File: src/rtl/counter_ctrl_pkg.sv
// Shared state encodings, default widths and command decode for the counter sequencer.
package counter_ctrl_pkg;

   localparam int unsigned DEF_DIV_W = 26;
   localparam int unsigned DEF_DIV_M = 50_000_000;
   localparam int unsigned DEF_CNT_W = 4;
   localparam int unsigned STATE_W   = 2;

   localparam logic [1:0] ST_IDLE  = 2'd0;
   localparam logic [1:0] ST_RUN   = 2'd1;
   localparam logic [1:0] ST_PAUSE = 2'd2;
   localparam logic [1:0] ST_DONE  = 2'd3;

   typedef struct packed {
      logic stop;
      logic pause;
      logic start;
      logic load;
   } cmd_t;

   // At most one field is set: stop > pause > start > load.
   function automatic cmd_t decode_cmd(input logic stop, input logic pause,
                                       input logic start, input logic load);
      cmd_t c;
      c.stop  = stop;
      c.pause = !stop && pause;
      c.start = !stop && !pause && start;
      c.load  = !stop && !pause && !start && load;
      return c;
   endfunction

endpackage

File: src/rtl/tick_gen.sv
// Prescaler: counts 0..DIV_M-1 while enabled and flags the last cycle of each period.
module tick_gen
   import counter_ctrl_pkg::*;
#(
   parameter int unsigned DIV_W = DEF_DIV_W,
   parameter int unsigned DIV_M = DEF_DIV_M
) (
   input  logic clk,
   input  logic reset,
   input  logic en,
   input  logic clr,
   output logic tick
);

   localparam logic [DIV_W-1:0] TERM = DIV_W'(DIV_M - 1);

   logic [DIV_W-1:0] div_cnt;

   assign tick = en && (div_cnt == TERM);

   always_ff @(posedge clk) begin
      if (reset || clr) begin
         div_cnt <= '0;
      end else if (en) begin
         div_cnt <= tick ? '0 : div_cnt + DIV_W'(1);
      end
   end

endmodule

File: src/rtl/counter_seq_ctrl.sv
// Start/stop/pause controlled up/down counter stepping once every DIV_M clocks.
module counter_seq_ctrl
   import counter_ctrl_pkg::*;
#(
   parameter int unsigned DIV_W = DEF_DIV_W,
   parameter int unsigned DIV_M = DEF_DIV_M,
   parameter int unsigned CNT_W = DEF_CNT_W
) (
   input  logic               clk,
   input  logic               reset,
   input  logic               start,
   input  logic               stop,
   input  logic               pause,
   input  logic               up_dn,
   input  logic               mode,
   input  logic               load,
   input  logic [CNT_W-1:0]   load_val,
   input  logic [CNT_W-1:0]   limit,
   output logic [CNT_W-1:0]   count,
   output logic               tick,
   output logic               done,
   output logic               busy,
   output logic [STATE_W-1:0] state
);

   cmd_t               cmd;
   logic               pre_en;
   logic               pre_clr;
   logic               pre_tick;
   logic               terminal;
   logic [STATE_W-1:0] state_nxt;
   logic [CNT_W-1:0]   count_nxt;
   logic               tick_nxt;
   logic               done_nxt;

   always_comb cmd = decode_cmd(stop, pause, start, load);

   // A stop or pause in the step cycle freezes the prescaler, which also swallows the tick.
   assign pre_en   = (state == ST_RUN) && !stop && !pause;
   assign pre_clr  = cmd.stop || (cmd.start && ((state == ST_IDLE) || (state == ST_DONE)));
   assign terminal = up_dn ? (count == limit) : (count == '0);

   tick_gen #(
      .DIV_W (DIV_W),
      .DIV_M (DIV_M)
   ) u_tick_gen (
      .clk   (clk),
      .reset (reset),
      .en    (pre_en),
      .clr   (pre_clr),
      .tick  (pre_tick)
   );

   always_comb begin
      state_nxt = state;
      count_nxt = count;
      tick_nxt  = 1'b0;
      done_nxt  = 1'b0;
      case (state)
         ST_IDLE: begin
            if (cmd.start) begin
               state_nxt = ST_RUN;
            end else if (cmd.load) begin
               count_nxt = load_val;
            end
         end
         ST_RUN: begin
            if (cmd.stop) begin
               state_nxt = ST_IDLE;
            end else if (cmd.pause) begin
               state_nxt = ST_PAUSE;
            end else if (pre_tick) begin
               tick_nxt = 1'b1;
               if (terminal && !mode) begin
                  state_nxt = ST_DONE;
                  done_nxt  = 1'b1;
               end else if (terminal) begin
                  count_nxt = up_dn ? '0 : limit;
               end else begin
                  count_nxt = up_dn ? count + CNT_W'(1) : count - CNT_W'(1);
               end
            end
         end
         ST_PAUSE: begin
            if (cmd.stop) begin
               state_nxt = ST_IDLE;
            end else if (cmd.pause) begin
               state_nxt = ST_RUN;
            end
         end
         ST_DONE: begin
            if (cmd.stop) begin
               state_nxt = ST_IDLE;
            end else if (cmd.start) begin
               state_nxt = ST_RUN;
               count_nxt = up_dn ? '0 : limit;
            end else if (cmd.load) begin
               count_nxt = load_val;
            end
         end
         default: state_nxt = ST_IDLE;
      endcase
   end

   always_ff @(posedge clk) begin
      if (reset) begin
         state <= ST_IDLE;
         count <= '0;
         tick  <= 1'b0;
         done  <= 1'b0;
         busy  <= 1'b0;
      end else begin
         state <= state_nxt;
         count <= count_nxt;
         tick  <= tick_nxt;
         done  <= done_nxt;
         busy  <= (state_nxt == ST_RUN) || (state_nxt == ST_PAUSE);
      end
   end

endmodule

File: config.mk
export PLATFORM = sky130hd
export DESIGN_NAME = counter_seq_ctrl
export DESIGN_NICKNAME = d
export VERILOG_FILES = /design/src/rtl/counter_ctrl_pkg.sv /design/src/rtl/tick_gen.sv /design/src/rtl/counter_seq_ctrl.sv
export SDC_FILE = /design/constraint.sdc
export NUM_CORES = 1
export LEC_CHECK = 0
export ABC_AREA = 1
export CAP_MARGIN = 20
export CORE_AREA = 2 2 68 70
export DETAILED_ROUTE_END_ITERATION = 8
export DIE_AREA = 0 0 70 72
export PLACE_DENSITY = 0.78
export SYNTH_ARGS = -nofsm -noshare
export SYNTH_HDL_FRONTEND = slang
export SYNTH_SLANG_ARGS = --single-unit
File: constraint.sdc
create_clock -name clk -period 2.1 [get_ports clk]
set_input_delay 0.21 -clock clk [delete_from_list [all_inputs] [get_ports clk]]
set_output_delay 0.21 -clock clk [all_outputs]
set_load 0.1 [all_outputs]
==> impl_metrics.py <==
metrics = {
    "floorplanning": {
        "die_h_um": 72,
        "fp.coreArea_mm2": 0.00426,
        "dieArea_mm2": 0.00504,
        "rows": 24,
        "floorplan.initialDensity_pct": 55.5,
        "num_io_pins": 25,
        "dieWidth_um": 70,
    },
    "clock_tree": {
        "cts_tree": "done",
        "postCtsHoldBufs": 0,
        "cts_setup_buffers": 0,
        "path_clk_slew_ns": 0.07,
        "clkLatencyLatePin_ns": 0.28,
        "numCtsBuffers": 5,
        "cts-resized-gates": 0,
        "htreeDepth": 2,
        "cts-root-buf": "clkbuf_8",
        "clock-sinks": 35,
        "clockBufferDepth": 2,
    },
    "routing": {
        "met3_length_um": 385,
        "vias_per_cell": 5.47,
        "drtAntennaViolNets": 0,
        "drtIter0Drc": 136,
        "finalWirelength_um": 5740,
        "dr.max_layer_used": "met4",
        "dr.pass1.iters": 5,
        "wl_per_cell_um": 12.7,
        "dr_wl_met2_um": 2730,
        "wl_met1_um": 2550,
        "drc": 0,
        "vias": 2469,
    },
    "sta": {
        "timing.final.crit_period_ns": 1.91,
        "finalCritPeriodShare_pct": 90.9,
        "max_freq_mhz": 524,
        "worst_slew_pin_slew_ns": 0.331,
        "fin_hold_ws_ns": 0.487,
        "hold_violations": 0,
        "clock_skew_ns": 0.00759,
        "rsz0062_at_grt": "no",
        "setup_viol": 0,
        "maxSlewViolCount": 0,
        "max-slew-margin-rel_pct": 77.8,
    },
    "global_routing": {
        "grt_max_degree": 12,
        "track_usage_pct": 23.9,
        "grt_pass1_vias": 2324,
        "grt.overflow.total": 0,
        "grt_pass1_wl_um": 9920,
        "antenna_found_initial": 0,
    },
    "synthesis": {
        "synth.largest_area_cell": "dfxtp_1",
        "netlist_top_cells_area": "dfxtp_1, nand2_1, inv_1",
        "netlist-cell-type-count": 39,
        "netlist.area_leader.share_pct": 29.6,
        "yosys_warnings": 0,
        "syn_nets": 383,
        "post_synth.cell_area_avg_um2": 6.61,
        "synthArstFlopShare_pct": 0,
        "synth-edff-count": 0,
        "synth_common_cells": "nand2_1, inv_1, nor2_1, dfxtp_1, a21oi_1",
        "syn_area_mm2": 0.00237,
        "synth_seq_cells": 35,
        "yosysSeqAreaShare_pct": 29.6,
        "yosysMostFrequentCell": "nand2_1",
        "synth_ff_type": "dfxtp_1",
        "synth_cells": 358,
    },
    "power_and_ir_drop": {
        "leakagePower_nw": 1.19,
        "powerDensity_mw_per_mm2": 831,
        "clkPwrFrac_pct": 22.1,
        "pwr-share-seq_pct": 33.4,
        "intPower_mw": 1.35,
        "switchingPower_mw": 1.01,
        "p_total_mw": 2.36,
        "swShare_pct": 42.8,
        "comb_power_share_pct": 44.5,
        "vdd_drop_max_mv": 0.421,
    },
    "worst_setup_path": {
        "critPathMaxFanout": 7,
        "required_ns": 2.28,
        "crit_start": "state[1]$_SDFF_PP0_",
        "r2r_cells": 11,
        "cp.arrival_ns": 2.08,
        "cp-end-kind": "flop",
        "critical_path_class": "flop to flop",
        "r2r-end": "u_tick_gen.div_cnt[22]$_SDFFE_PP0P_",
        "rrSetupSlack_ns": 0.19,
        "worstReg2RegStart": "state[1]$_SDFF_PP0_",
        "worst_setup_path_start_kind": "flop",
        "crit_end": "u_tick_gen.div_cnt[22]$_SDFFE_PP0P_",
    },
    "worst_hold_path": {
        "min_path_type": "flop to flop",
    },
    "final_layout": {
        "fillers": 376,
        "final_layout_size_suffix_gt1_share_pct": 14.8,
        "nNetsFinal": 423,
        "diodes": 0,
        "fin_cells": 451,
        "synthToLayoutAreaGrowth_pct": 20.2,
    },
    "job": {
        "maxCapViolations": 0,
    },
    "placed_design": {
        "port_buffers": 24,
        "globalplace.congestion": 0.872,
        "dp.cells": 443,
        "dp_hpwl_um": 4460,
    },
    "outcome": {
        "outcome": "finished clean",
    },
}
logic make-up after synthesis:
group | share of synthesized area [%]
flops | 29.6
buf+inv | 9.99
simple gates | 36.6
fa+ha+maj | 5.08
compound gates | 16.1
xor+xnor | 2.59
how the worst min path moves through the flow:
| stage | to | start | depth (start not counted) | slack, ns |
|---|---|---|---|---|
| final | u_tick_gen.div_cnt[15]$_SDFFE_PP0P_ | u_tick_gen.div_cnt[15]$_SDFFE_PP0P_ | 2 | 0.49 |
| after global routing | u_tick_gen.div_cnt[15]$_SDFFE_PP0P_ | u_tick_gen.div_cnt[15]$_SDFFE_PP0P_ | 2 | 0.52 |
| after CTS | u_tick_gen.div_cnt[15]$_SDFFE_PP0P_ | u_tick_gen.div_cnt[15]$_SDFFE_PP0P_ | 2 | 0.49 |
| after detailed placement | u_tick_gen.div_cnt[15]$_SDFFE_PP0P_ | u_tick_gen.div_cnt[15]$_SDFFE_PP0P_ | 2 | 0.47 |
| after global placement | u_tick_gen.div_cnt[15]$_SDFFE_PP0P_ | u_tick_gen.div_cnt[15]$_SDFFE_PP0P_ | 2 | 0.47 |
| after floorplan | count[2]$_SDFFE_PP0P_ | reset | 1 | 0.27 |
final cells by class:
class / instances / area, um2 / area share, %
multi-input cells: 263 / 1440 / 50.6
flip-flops and latches: 35 / 713 / 25.1
repair buffers: 37 / 315 / 11.1
inverters: 56 / 210 / 7.39
clock buffers: 8 / 100 / 3.52
well taps: 52 / 65.1 / 2.29
power by group through the flow:
stage | Sequential [mW] | Clock (mW) | Combinational (mW)
after global routing | 0.797 | 0.558 | 1.15
after CTS | 0.789 | 0.538 | 1.04
final | 0.789 | 0.523 | 1.05
after global placement | 0.801 | 0 | 1.03
after detailed placement | 0.803 | 0 | 1.04
after floorplan | 1.10 | 0 | 0.482
cell usage in the layout (no fill, tap or decap), types with 2 or more instances in the layout:
cell type,Yosys,layout
nor3_1,16,16
nand3_2,2,2
or2_1,2,2
nor2_2,2,2
clkdlybuf4s50_1,0,15
a21oi_1,27,27
nand4_1,9,9
nand2_1,76,75
xor2_1,3,3
buf_4,0,22
a32oi_1,3,3
xnor2_1,4,4
inv_2,4,5
inv_1,52,51
a31oi_1,2,2
a211oi_1,3,3
o21ai_0,17,17
dfxtp_4,0,2
clkbuf_8,0,7
nor4_1,2,2
nor2_4,3,3
nand2_2,3,4
nor2_1,40,40
o21ai_1,3,3
dfxtp_1,35,29
ha_1,8,7
o21a_1,4,4
dfxtp_2,0,4
nand3_1,19,19
nor3_2,3,2
state kept, by name, summed over array words and instances (netlist names):
name,flops
tick,1
done,1
u_tick_gen.div_cnt,26
busy,1
count,4
state,2
critical path: stages, from the launching register on:
cell and delay [ns]:
dfxtp_4 0.37, inv_1 0.09, ha_2 0.27, nand2_4 0.08
inv_2 0.09, nand4_1 0.13, nor3_2 0.20, nand2_2 0.14
nor2_1 0.15, nand2_1 0.08, o21ai_1 0.13, a21oi_1 0.05
layer usage:
layer | vias up | track usage [%]
met5 | - | 0
met4 | 0 | 9.19
met3 | 9 | 4.31
met2 | 98 | 42.6
met1 | 1103 | 28.8
li1 | 1259 | -
through the flow:
step / setup TNS, ns / util, % / setup slack [ns] / area [um2]
2_1_floorplan: 0 / - / 0.151 / 2380
3_3_place_gp: 0 / 64.1 / 0.0648 / 2730
3_5_place_dp: -0.00291 / 64.1 / -0.00291 / 2730
4_1_cts: 0 / 66.4 / 0.112 / 2830
5_1_grt: 0 / 66.7 / 0.00864 / 2840
6_report: 0 / 66.7 / 0.191 / 2840
Note: power is estimated with default switching activity, not from simulation.
